**config.mk**
```make
export PLATFORM = sky130hd
export DESIGN_NAME = fp_div
export DESIGN_NICKNAME = d
export VERILOG_FILES = /design/src/rtl/fp_div.sv
export SDC_FILE = /design/constraint.sdc
export NUM_CORES = 1
export LEC_CHECK = 0
export BUFFER_PORTS_ARGS = -buffer_cell sky130_fd_sc_hd__buf_2
export CAP_MARGIN = 15
export CORE_MARGIN = 2
export CORE_UTILIZATION = 58
export DETAILED_ROUTE_END_ITERATION = 10
export PLACE_DENSITY_LB_ADDON = 0.08
export SYNTH_ARGS = -nofsm -noshare
export SYNTH_HDL_FRONTEND = slang
export SYNTH_SLANG_ARGS = --single-unit
```
**constraint.sdc**
```tcl
create_clock -name clk -period 3.5 [get_ports clk]
set_input_delay 0.7 -clock clk [delete_from_list [all_inputs] [get_ports clk]]
set_output_delay 0.7 -clock clk [all_outputs]
set_load 0.01 [all_outputs]
```
**src/rtl/fp_div.sv**
```systemverilog
// fp_div: FP16 (1/5/10) divider, c = a / b.
//
// Iterative radix-2 restoring division of the 11-bit significands, one
// operation in flight. Results are truncated (round toward zero) and
// underflow flushes to +0; no subnormals are produced. Inputs are not
// decoded for NaN/Inf: exponent 31 is an ordinary binade and only the
// all-zero word counts as zero (16'h8000 is a normal operand).
//
// Ports:
//   clk        clock, all logic on the rising edge
//   rst        synchronous active-high reset; aborts any operation in flight
//   in_valid   operands a/b valid
//   in_ready   divider can accept operands (IDLE only)
//   a, b       dividend / divisor, FP16
//   out_valid  quotient c valid (DONE only)
//   out_ready  consumer accepts c
//   c          quotient, FP16
//
// Handshake: a transfer happens on a rising edge where valid and ready are
// both high. a/b are sampled only on the accept edge. Once out_valid is high,
// c and out_valid hold until out_ready is sampled high. in_valid is ignored
// while busy or holding a result.
//
// Timing: accept on edge N, 12 quotient-bit edges (N+1..N+12), result
// assembly on edge N+13, so out_valid rises after edge N+13.

module fp_div (
  input  logic        clk,
  input  logic        rst,
  input  logic        in_valid,
  output logic        in_ready,
  input  logic [15:0] a,
  input  logic [15:0] b,
  output logic        out_valid,
  input  logic        out_ready,
  output logic [15:0] c
);

  localparam int unsigned ITER = 12;
  localparam logic signed [6:0] BIAS = 7'sd15;

  typedef enum logic [1:0] {
    S_IDLE = 2'd0,
    S_BUSY = 2'd1,
    S_DONE = 2'd2
  } state_t;

  state_t             state_q, state_d;
  logic [3:0]         count_q, count_d;
  logic [11:0]        r_q, r_d;
  logic [11:0]        q_q, q_d;
  logic [10:0]        mb_q, mb_d;
  logic signed [6:0]  exp_q, exp_d;
  logic               sign_q, sign_d;
  logic               a_zero_q, a_zero_d;
  logic               b_zero_q, b_zero_d;
  logic [15:0]        c_q, c_d;

  // Datapath temporaries.
  logic               q_bit;
  logic [11:0]        r_sub;
  logic signed [6:0]  exp_n;
  logic [9:0]         mant_n;

  always_ff @(posedge clk) begin
    if (rst) begin
      state_q  <= S_IDLE;
      count_q  <= 4'd0;
      r_q      <= 12'd0;
      q_q      <= 12'd0;
      mb_q     <= 11'd0;
      exp_q    <= 7'sd0;
      sign_q   <= 1'b0;
      a_zero_q <= 1'b0;
      b_zero_q <= 1'b0;
      c_q      <= 16'h0000;
    end else begin
      state_q  <= state_d;
      count_q  <= count_d;
      r_q      <= r_d;
      q_q      <= q_d;
      mb_q     <= mb_d;
      exp_q    <= exp_d;
      sign_q   <= sign_d;
      a_zero_q <= a_zero_d;
      b_zero_q <= b_zero_d;
      c_q      <= c_d;
    end
  end

  always_comb begin
    state_d  = state_q;
    count_d  = count_q;
    r_d      = r_q;
    q_d      = q_q;
    mb_d     = mb_q;
    exp_d    = exp_q;
    sign_d   = sign_q;
    a_zero_d = a_zero_q;
    b_zero_d = b_zero_q;
    c_d      = c_q;
    in_ready  = 1'b0;
    out_valid = 1'b0;

    // Restoring step: remainder stays below 2*mb, so 12 bits suffice.
    q_bit = (r_q >= {1'b0, mb_q});
    r_sub = q_bit ? (r_q - {1'b0, mb_q}) : r_q;

    // Normalisation: quotient of two [1,2) significands lies in (0.5,2).
    exp_n  = q_q[11] ? exp_q : (exp_q - 7'sd1);
    mant_n = q_q[11] ? q_q[10:1] : q_q[9:0];

    unique case (state_q)
      S_IDLE: begin
        in_ready = 1'b1;
        if (in_valid) begin
          r_d      = {1'b0, 1'b1, a[9:0]};
          mb_d     = {1'b1, b[9:0]};
          q_d      = 12'd0;
          count_d  = 4'd0;
          sign_d   = a[15] ^ b[15];
          exp_d    = $signed({2'b00, a[14:10]}) - $signed({2'b00, b[14:10]}) + BIAS;
          a_zero_d = (a == 16'h0000);
          b_zero_d = (b == 16'h0000);
          state_d  = S_BUSY;
        end
      end

      S_BUSY: begin
        if (count_q < 4'(ITER)) begin
          r_d     = {r_sub[10:0], 1'b0};
          q_d     = {q_q[10:0], q_bit};
          count_d = count_q + 4'd1;
        end else begin
          // Special-case priority: zero dividend, zero divisor, overflow, underflow.
          if (a_zero_q)
            c_d = 16'h0000;
          else if (b_zero_q)
            c_d = {sign_q, 5'h1F, 10'h000};
          else if (exp_n >= 7'sd31)
            c_d = {sign_q, 5'h1F, 10'h000};
          else if (exp_n <= 7'sd0)
            c_d = 16'h0000;
          else
            c_d = {sign_q, exp_n[4:0], mant_n};
          state_d = S_DONE;
        end
      end

      S_DONE: begin
        out_valid = 1'b1;
        if (out_ready) state_d = S_IDLE;
      end

      default: state_d = S_IDLE;
    endcase
  end

  assign c = c_q;

endmodule

```
* Word level (Yosys, flattened, before mapping) *
Index checks and enable logic that the tools add are counted.

storage, ports and cells
  output and inout bits = 18
  register bits = 67

operators by class
  reduce and logical (&&, ||, !) cells = 8
  bitwise operators = 2
  order comparisons = 4
  multiplexer cells = 22
  $add $sub $neg = 5
  equal/unequal tests = 6

operators by type and width
  operator             number
  $mux 16              4
  $mux 12              4
  $pmux 12 s2          2
  $logic_not 16->1     2
  $ge 12x11->1         1
  $mux 11              1
  $sub 11x11->11       1
  $mux 10              1
  $mux 4               2
  $ne 2x2->1 const B   4
  $pmux 4 s2           1
  $add 6x5->7 const B  1
  $ge 7x6->1 const B   1
  $le 7x1->1 const B   1
  $mux 7               1
  $sub 7x2->7 const B  1
  $mux 2               3
  $pmux 2 s3           1
  $reduce_and 3->1     2
  $sub 5x5->6          1
  $add 4x1->4 const B  1
  $lt 4x4->1 const B   1
  $reduce_and 2->1     2
  $eq 2x1->1 const B   1
  6 further kinds      7

* Depth between registers and ports, before layout *
Gate-level depths: netlist of run 1.

  depth after elaboration = 7
  depth in mapped cells = 10
  mapped depth without buffers = 10

* Worst setup path after synthesis of run 1 *
No wires, ideal clock.

  kind = register -> register
  start = register r_q[0]
  end = register r_q[10]
  stages on the path, launching flop included = 11
  path slack = 1082 ps
  data arrival time = 2282 ps
  buffers on the path = 1
  period minus slack after synthesis = 2418 ps
  cells stage by stage = dfxtp_1 inv_1 ha_1 fa_1 nand2b_1 a211oi_1 o211ai_1 and2b_1 buf_4 a2111oi_0 a211oi_1

on the way
  longest elaborated chain between the ends = 4
  elaborated cells between the ends (all ways) = 5
  classes of those cells = add/sub: 1; order compare: 1; mux: 3

ends and longest elaborated chain
  what                                                   RTL line  RTL
  start, declared                                        50        logic [11:0] r_q, r_d;
  start signal, assigned                                 80        r_q <= r_d;
  $sub 11x11->11 / $ge 12x11->1 (equally long branches)  107, 106
  $mux 11 *                                              107       r_sub = q_bit ? (r_q - {1'b0, mb_q}) : r_q;
  $mux 12 *                                              130       if (count_q < 4'(ITER)) begin
  $pmux 12 s2 *                                          113       unique case (state_q)

Mark *: on every way between the ends. The rest lies on a longest branch, timed or not. The select of a mux whose other input is x is not followed.
A chain may end at the register's enable or synchronous reset.

* Worst setup path in the final report of run 1 *
Same ends and word-level chain as after synthesis.

==> results of run 1 <==
## cells by family (layout without fill, tap and decap cells)
family                     after synthesis  in the layout
and+or+nand+nor                        169            169
AOI/OAI and AO/OA                      130            130
DFF                                     67             67
buffers and inverters                   49            103
adders and majority gates               21             21
muxes                                   20             20
xor gates and xnor gates                16             16
## routing by layer
metal,vias up,wire (um),global-route usage,part of all wire
met5,-,0,0,0
met4,0,120,0.0779,0.014
met3,15,491,0.0574,0.056
met2,95,4020,0.406,0.46
met1,1619,4180,0.343,0.47
li1,1789,-,-,-
## synthesized netlist by cell type, types with 3 or more instances
| cell | instances |
|---|---|
| dfxtp_1 | 67 |
| nand2_1 | 58 |
| nor2_1 | 47 |
| a21oi_1 | 31 |
| inv_1 | 25 |
| o21ai_0 | 25 |
| ha_1 | 19 |
| a22oi_1 | 18 |
| mux2i_1 | 18 |
| clkbuf_1 | 15 |
| nand2b_1 | 13 |
| xnor2_1 | 11 |
| a211oi_1 | 10 |
| nor4_1 | 10 |
| nor2b_1 | 7 |
| nand3_1 | 6 |
| o22ai_1 | 6 |
| nor3_1 | 5 |
| xor2_1 | 5 |
| a21o_1 | 4 |
| and2_1 | 4 |
| buf_1 | 4 |
| nand4_1 | 4 |
| o211ai_1 | 4 |
| o21ai_1 | 4 |
| a2111oi_0 | 3 |
| a21boi_0 | 3 |
| buf_2 | 3 |
## stage by stage
step | std cells | util | power [uW] | cell area, um^2 | hold slack (ns)
detailed placement | 587 | 0.652 | 1480 | 4160 | 0.425
global route | 603 | 0.691 | 2390 | 4410 | 0.469
floorplan | 472 | - | 1350 | 3840 | 0.435
CTS | 603 | 0.691 | 2280 | 4410 | 0.437
finish | 603 | 0.691 | 2280 | 4410 | 0.433
global placement | 587 | 0.652 | 1470 | 4160 | 0.424
## worst paths after layout
| check | slack (ns) | endpoint | cells after the start |
|---|---|---|---|
| max reg2reg | 0.73 | r_q[10] | 9 |
| min | 0.43 | c[15] | 2 |
| min reg2reg | 0.43 | c[15] | 2 |
| max | 0.73 | r_q[10] | 9 |
## layout make-up
| class | instances | area [um^2] | share of cell area |
|---|---|---|---|
| inverter | 25 | 93.8 | 0.0213 |
| sequential | 67 | 1340 | 0.304 |
| clock buffer | 9 | 124 | 0.0281 |
| multi-input combinational | 356 | 2300 | 0.521 |
| timing repair buffer | 62 | 333 | 0.0754 |
| tap | 77 | 96.3 | 0.0218 |
| clock inverter | 7 | 125 | 0.0284 |
## power by group
| group | leakage (uW) | total (uW) | internal [uW] | switching, uW |
|---|---|---|---|---|
| sequential | 0.000546 | 842 | 802 | 39.8 |
| combinational | 0.00115 | 638 | 280 | 359 |
| clock | 0.000124 | 804 | 479 | 325 |
## sequential cells by signal (all words and copies together), names as in the netlist
register	cells
mb_q	11
exp_q	7
state_q	2
a_zero_q	1
count_q	4
q_q	12
sign_q	1
b_zero_q	1
r_q	12
c	16
## critical path, cell delays in order (launching register included)
cell and delay (ns):
dfxtp_1 0.34, inv_1 0.06, ha_1 0.21, fa_1 0.39, nand2b_1 0.20, a211oi_1 0.32, o211ai_1 0.17, and2b_1 0.38
a2111oi_0 0.46, a211oi_1 0.09
==> impl_metrics.csv, run 1 <==
group,metric,value,unit
sta,tightest_slew,0.744,ns
critical_path,worstSetupPathType,"reg -> reg",
drt,ant_nets,0,
critical_path,worstPathRequired,3.72,ns
critical_path,critPathCaptureType,"flip-flop",
critical_path,cp.arrival,2.98,ns
logic_synthesis,synth_enable_flop_cells,0,
logic_synthesis,synthXorXnorAreaFrac,0.0365,
cells_and_area,layout_common_cells,"67 x dfxtp_1, 58 x nand2_1, 53 x buf_2, 47 x nor2_1, 31 x a21oi_1",
logic_synthesis,synth-simple-area-share,0.217,
clock_tree,cts-resized-gates,0,
logic_synthesis,synthMuxAreaShare,0.0528,
floorplan,fp.dieH,85.4,um
drt,wl_per_cell,14.6,um
floorplan,io_pins,54,
clock_tree,cts_setup_buffers,0,
drt,vias,3518,
logic_synthesis,synth_flop_cell,"dfxtp_1",
logic_synthesis,synth_top_area_cell,"dfxtp_1",
global_routing,grt_pass1_wl,14900,um
cells_and_area,fillers,547,
drt,first_iter_violations,185,
global_routing,gr-usage-all-layers,0.254,
clock_tree,path_clk_slew,0.08,ns
clock_tree,cts_buffer_depth,2,
cells_and_area,area_delta_synth_final,14.9,%
critical_path,cp-start-kind,"flip-flop",
floorplan,fp.dieW,85.4,um
sta,setup_viol,0,
logic_synthesis,synth_top_area_frac,0.349,
sta,slew_headroom,0.499,
logic_synthesis,syn-cell-area,3840,um^2
global_routing,overflow,0,
cells_and_area,layout.nets,578,
drt,wl,8810,um
placement,dp_hpwl,6400,um
logic_synthesis,seq_area_frac_synth,0.349,
sta,post-route-period-util,0.791,
clock_tree,insertion_delay,0.36,ns
drt,viasPerCell,5.83,
logic_synthesis,yosys-top-cells-area,"dfxtp_1 35%, ha_1 6.2%, nand2_1 5.7%",
logic_synthesis,synth_warnings,0,
power,p_leak,0.00182,uW
sta,slew_violations,0,
clock_tree,cts.sinks,67,
logic_synthesis,syn_nets,529,
sta,fmax,361,MHz
cells_and_area,layout-drive-gt1-share,0.163,
logic_synthesis,syn_inst,472,
drt,drt-pass1-iter-count,5,
power,ir_drop,0.368,mV
critical_path,r2r-start,"r_q[0]",
logic_synthesis,async_flop_share,0,
clock_tree,htreeDepth,3,
sta,fin_ws,0.732,ns
placement,io_buffers,53,
worst_hold_path,worstHoldStart,"c[15]",
logic_synthesis,synth_top_family_by_area,"compound AO/OA/AOI/OAI gates",
cells_and_area,n_antenna_cell,0,
cells_and_area,final_common_cell,"dfxtp_1",
logic_synthesis,ys_ff_latch,67,
clock_tree,numCtsBuffers,9,
clock_tree,cts_tree,"yes",
clock_tree,ctsHoldBuffers,0,
sta,fin_crit,2.77,ns
placement,dpl_worst_slack,0.786,ns
logic_synthesis,synth_cell_types,60,
placement,place.gp.congestion,0.841,
floorplan,core_region_area,6390,um^2
critical_path,crit_fanout,12,
logic_synthesis,synth_area_per_cell,8.13,um^2
status,outcome,"complete, no violations",
drt,drc,0,
floorplan,die_area,7290,um^2
sta,hold_viol_final,0,
flow_run,maxCapViolCount,0,
critical_path,crit_path_start,"r_q[0]",
sta,fin_setup_tns,0,ns
global_routing,antenna_found_initial,0,
floorplan,start_util,0.601,
worst_hold_path,hold_path_class,"reg -> reg",
logic_synthesis,synth_compound_area_frac,0.220,
sta,final.setup_skew,0.0112,ns
global_routing,grt_pass1_vias,3127,
logic_synthesis,synthAdderAreaFrac,0.0724,
clock_tree,clock-root-buffer,"clkbuf_8",
global_routing,grt_max_degree,54,
sta,rsz0062_at_grt,"no",
power,power_density,518,nW/um^2
floorplan,fp-row-count,29,
Power figures use the tool's default switching activity.
==> run 2, diff against run 1 <==
--- a/config.mk
+++ b/config.mk
@@ -8,7 +8,7 @@
 export BUFFER_PORTS_ARGS = -buffer_cell sky130_fd_sc_hd__buf_2
 export CAP_MARGIN = 15
 export CORE_MARGIN = 2
-export CORE_UTILIZATION = 58
+export CORE_UTILIZATION = 52
 export DETAILED_ROUTE_END_ITERATION = 10
 export PLACE_DENSITY_LB_ADDON = 0.08
 export SYNTH_ARGS = -nofsm -noshare
==> constraint.sdc (replaced) <==
create_clock -name clk -period 2.3 [get_ports clk]
set_input_delay 0.46 -clock clk [delete_from_list [all_inputs] [get_ports clk]]
set_output_delay 0.46 -clock clk [all_outputs]
set_load 0.01 [all_outputs]
==> impl_metrics.csv, run 2 (same netlist as run 1, synthesis figures left out) <==
group,metric,value,unit
drt,viasPerCell,5.56,
flow_run,maxCapViolCount,0,
sta,post-route-period-util,0.965,
global_routing,grt_pass1_vias,3483,
power,combPwrFrac,0.351,
power,ir_drop,0.408,mV
critical_path,r2r-end,"r_q[9]",
sta,whs,0.362,ns
critical_path,critPathCaptureType,"flip-flop",
critical_path,r2r_cells,9,
sta,hold_viol_final,0,
global_routing,grt_pass1_wl,16500,um
floorplan,fp-row-count,31,
critical_path,cp_slowest_cell,"fa_2",
cells_and_area,layout-drive-gt1-share,0.255,
sta,slew_headroom,0.684,
power,p_sw,1160,uW
clock_tree,htreeDepth,3,
global_routing,busiest_layer,"met2",
critical_path,worstPathRequired,2.56,ns
drt,first_iter_violations,121,
cells_and_area,largest_reg_flops,16,
cells_and_area,final_common_cell,"dfxtp_1",
cells_and_area,n_antenna_cell,0,
placement,place.gp.congestion,0.892,
critical_path,r2r_setup_slack,0.08,ns
placement,placed_area,4400,um^2
placement,dp_cells,636,
critical_path,cp.arrival,2.48,ns
critical_path,crit_path_start,"r_q[0]",
worst_hold_path,hold_path_class,"in -> reg",
global_routing,use_met3,0.0486,
drt,ant_nets,0,
global_routing,antenna_found_initial,0,
floorplan,fp.dieW,89.9,um
clock_tree,cts_tree,"yes",
critical_path,r2r-start,"r_q[0]",
status,outcome,"complete, no violations",
drt,wl_per_cell,14.9,um
floorplan,core_region_area,7210,um^2
placement,io_buffers,53,
sta,final.setup_skew,0.00985,ns
clock_tree,clock-root-buffer,"clkbuf_8",
drt,drt-pass1-iter-count,4,
sta,tightest_slew,0.470,ns
clock_tree,cts.sinks,67,
sta,fmax,450,MHz
clock_tree,insertion_delay,0.35,ns
drt,drc,0,
critical_path,crit_fanout,5,
power,p_int,2350,uW
worst_hold_path,min_to,"mb_q[6]",
sta,setup_viol,0,
critical_path,cp-start-kind,"flip-flop",
cells_and_area,fin_cells,656,
cells_and_area,area_delta_synth_final,24.3,%
power,swShare,0.332,
global_routing,grt_max_degree,30,
clock_tree,path_clk_slew,0.07,ns
worst_hold_path,hold_depth,3,
drt,wl,9760,um
clock_tree,cts_buffer_depth,2,
drt,vias,3649,
clock_tree,numCtsBuffers,9,
power,power_density,736,nW/um^2
power,p_leak,0.00197,uW
global_routing,overflow,0,
cells_and_area,layout_common_cells,"64 x dfxtp_1, 57 x nand2_1, 53 x buf_2, 47 x nor2_1, 39 x buf_4",
global_routing,gr-usage-all-layers,0.250,
critical_path,slowest_delay,0.39,ns
sta,fin_crit,2.22,ns
cells_and_area,layout.nets,609,
floorplan,io_pins,54,
global_routing,use_met2,0.427,
sta,slew_violations,0,
floorplan,start_util,0.532,
global_routing,grt_util_met1,0.314,
cells_and_area,final_area,4770,um^2
worst_hold_path,worstHoldStart,"b[6]",
placement,dp_hpwl,7150,um
power,pwr-share-seq,0.365,
critical_path,path_cells,"inv_2, ha_4, fa_2, nand2b_4, a211oi_2, o211ai_1, and2b_2, mux2i_1, a221oi_2",
power,p_clk_frac,0.283,
floorplan,die_area,8090,um^2
sta,rsz0062_at_grt,"yes",
floorplan,fp.dieH,89.9,um
sta,fin_setup_tns,0,ns
critical_path,worstSetupPathType,"reg -> reg",
==> run 2: metrics by stage <==
step | total power, uW | setup slack, ns | utilization
2_1_floorplan | 2070 | 0.00202 | -
3_3_place_gp | 2370 | -0.122 | 0.610
3_5_place_dp | 2390 | -0.223 | 0.610
4_1_cts | 3430 | 0.0217 | 0.644
5_1_grt | 3720 | -0.0340 | 0.661
6_report | 3510 | 0.0800 | 0.661
==> run 2: final cells by class <==
type,instances,area (um^2)
clock buffer,10,138
clock inverter,6,65.1
fill,646,2440
inverter,25,93.8
multi-input combinational,357,2450
sequential,67,1350
tap,99,124
timing repair buffer,92,558
==> run 2: power by group through the flow <==
stage               registers, uW  logic, uW  clock network (uW)
floorplan                    1280        783                   0
global placement             1300       1070                   0
detailed placement           1300       1090                   0
CTS                          1270       1140                1010
global route                 1290       1360                1070
finish                       1280       1230                 994
==> run 2: worst max-delay path by stage <==
stage	to	slack, ns	depth (start not counted)
3_3_place_gp	r_q[6]	-0.12	10
5_1_grt	r_q[8]	-0.03	8
3_5_place_dp	r_q[7]	-0.22	10
2_1_floorplan	r_q[10]	0.002	10
4_1_cts	r_q[10]	0.02	9
6_report	r_q[9]	0.08	9
==> run 2: critical path, delay by kind of cell, from the launching register on <==
family / cells / cell delay (ns)
AO/OA/AOI/OAI: 3 / 0.61
adder cells (fa/ha/maj): 2 / 0.55
AND/OR/NAND/NOR: 2 / 0.46
flip-flops: 1 / 0.33
multiplexers: 1 / 0.15
buffers and inverters: 1 / 0.05
==> run 2: routing by layer <==
metal | share of wire | up-vias
li1 | - | 1844
met1 | 0.46 | 1708
met2 | 0.48 | 85
met3 | 0.044 | 12
met4 | 0.016 | 0
met5 | 0 | -
==> run 2: timing repair <==
action,in CTS,in global routing
resized for setup,5,23
endpoints found under the setup margin,11,26
setup buffers,2,1
hold buffers,0,0
pin swaps,3,5
cloned,1,0
==> run 3, diff against run 2 <==
==> config.mk (replaced) <==
export PLATFORM = sky130hd
export DESIGN_NAME = fp_div
export DESIGN_NICKNAME = d
export VERILOG_FILES = /design/src/rtl/fp_div.sv
export SDC_FILE = /design/constraint.sdc
export NUM_CORES = 1
export LEC_CHECK = 0
export BUFFER_PORTS_ARGS = -buffer_cell sky130_fd_sc_hd__buf_4
export CAP_MARGIN = 15
export CORE_MARGIN = 2
export CORE_UTILIZATION = 52
export DETAILED_ROUTE_END_ITERATION = 10
export PLACE_DENSITY = 0.76
export SYNTH_ARGS = -nofsm -noshare
export SYNTH_HDL_FRONTEND = slang
export SYNTH_SLANG_ARGS = --single-unit
==> impl_metrics.csv, run 3 (same netlist as run 1, synthesis figures left out) <==
group,metric,value,unit
floorplan,fp.dieW,89.9,um
cells_and_area,finalCoreUtilization,0.681,
cells_and_area,final_area,4910,um^2
power,p_leak,0.00199,uW
global_routing,grt_pass1_wl,16900,um
worst_hold_path,worstHoldStart,"b[6]",
cells_and_area,layout-drive-gt1-share,0.244,
critical_path,cp.arrival,2.58,ns
drt,first_iter_violations,290,
drt,vias,3783,
sta,final.setup_skew,0.0120,ns
critical_path,cp-start-kind,"flip-flop",
floorplan,fp.dieH,89.9,um
clock_tree,cts_tree,"yes",
drt,wl_met3,605,um
placement,dp_hpwl,7160,um
drt,wl_met1,4360,um
placement,io_buffers,53,
sta,slew_violations,0,
floorplan,fp-row-count,31,
sta,whs,0.367,ns
sta,rsz0062_at_grt,"yes",
drt,wl_met2,4950,um
drt,wl_per_cell,15.8,um
sta,tightest_slew,0.485,ns
drt,wl,10300,um
global_routing,grt_max_degree,30,
power,power_density,749,nW/um^2
drt,drc,0,
clock_tree,cts_buffer_depth,2,
sta,hold_viol_final,0,
sta,post-route-period-util,1.00,
cells_and_area,area_delta_synth_final,28.0,%
drt,ant_nets,0,
critical_path,critPathCaptureType,"flip-flop",
cells_and_area,largest_reg_flops,16,
clock_tree,clock-root-buffer,"clkbuf_8",
placement,place.gp.congestion,0.922,
flow_run,maxCapViolCount,0,
cells_and_area,layout.nets,606,
global_routing,overflow,0,
clock_tree,path_clk_slew,0.07,ns
status,outcome,"complete, but fails checks",
global_routing,gr-usage-all-layers,0.256,
critical_path,crit_fanout,4,
status,violations,"setup timing",
clock_tree,cts.sinks,67,
floorplan,start_util,0.532,
clock_tree,htreeDepth,3,
critical_path,r2r-start,"r_q[0]",
sta,slew_headroom,0.674,
power,total_power,3680,uW
floorplan,io_pins,54,
global_routing,grt_pass1_vias,3654,
cells_and_area,layout_common_cells,"88 x buf_4, 66 x dfxtp_1, 58 x nand2_1, 47 x nor2_1, 31 x a21oi_1",
clock_tree,numCtsBuffers,9,
drt,drt-pass1-iter-count,4,
sta,setup_viol,1,
worst_hold_path,hold_path_class,"in -> reg",
drt,viasPerCell,5.79,
critical_path,worstPathRequired,2.57,ns
sta,fin_crit,2.31,ns
power,ir_drop,0.458,mV
cells_and_area,final_common_cell,"buf_4",
cells_and_area,n_antenna_cell,0,
floorplan,core_region_area,7210,um^2
critical_path,worstSetupPathType,"reg -> reg",
global_routing,antenna_found_initial,0,
sta,fin_ws,-0.00720,ns
clock_tree,insertion_delay,0.35,ns
placement,placed_area,4500,um^2
sta,fmax,433,MHz
floorplan,die_area,8090,um^2
critical_path,crit_path_start,"r_q[0]",
drt,topRoutingLayerUsed,"met4",
run 3: metrics by stage:
stage               setup WS [ns]  TNS [ns]  cells
floorplan                 0.00202         0    472
global placement          -0.0823    -0.453    631
detailed placement         -0.213     -1.56    631
CTS                        0.0459         0    653
global route               -0.127    -0.682    653
finish                   -0.00720  -0.00720    653
run 3: final cells by class:
class / count / area, um^2
Clock inverter: 3 / 45.0
Inverter: 25 / 93.8
Sequential cell: 67 / 1340
Clock buffer: 13 / 169
Tap cell: 99 / 124
Fill cell: 591 / 2300
Multi-Input combinational cell: 357 / 2470
Timing Repair Buffer: 89 / 672
run 3: critical path, cell delays in order, from the launching register on:
cell and delay, ns:
dfxtp_2 0.34, inv_2 0.05, ha_4 0.16, fa_2 0.39
nand2b_4 0.17, a211oi_4 0.22, o211ai_1 0.18, and2b_2 0.29
mux2_4 0.32, o22ai_2 0.11
run 3: metal layers:
metal,GRT usage,vias to the layer above
li1,-,1843
met1,0.314,1754
met2,0.432,144
met3,0.0545,42
met4,0.117,0
met5,0,-
run 3: what timing repair did:
item,in CTS,in global routing
setup endpoints to repair,11,26
gates resized for setup,5,30
buffers inserted,5,1
hold buffers,0,0
pin swaps,3,9
cloned,1,0
run 3: power breakdown:
| part | total, uW | leakage, uW | internal [uW] | switching (uW) |
|---|---|---|---|---|
| clock network | 1060 | 0.000102 | 590 | 468 |
| logic | 1340 | 0.00135 | 638 | 704 |
| registers | 1280 | 0.000546 | 1220 | 59.2 |
run 3: path summary, 6_finish.rpt:
path / slack (ns) / cells after the start / endpoint
max: -0.007 / 9 / r_q[2]
min: 0.37 / 3 / mb_q[6]
max reg2reg: -0.007 / 9 / r_q[2]
min reg2reg: 0.45 / 2 / c[15]
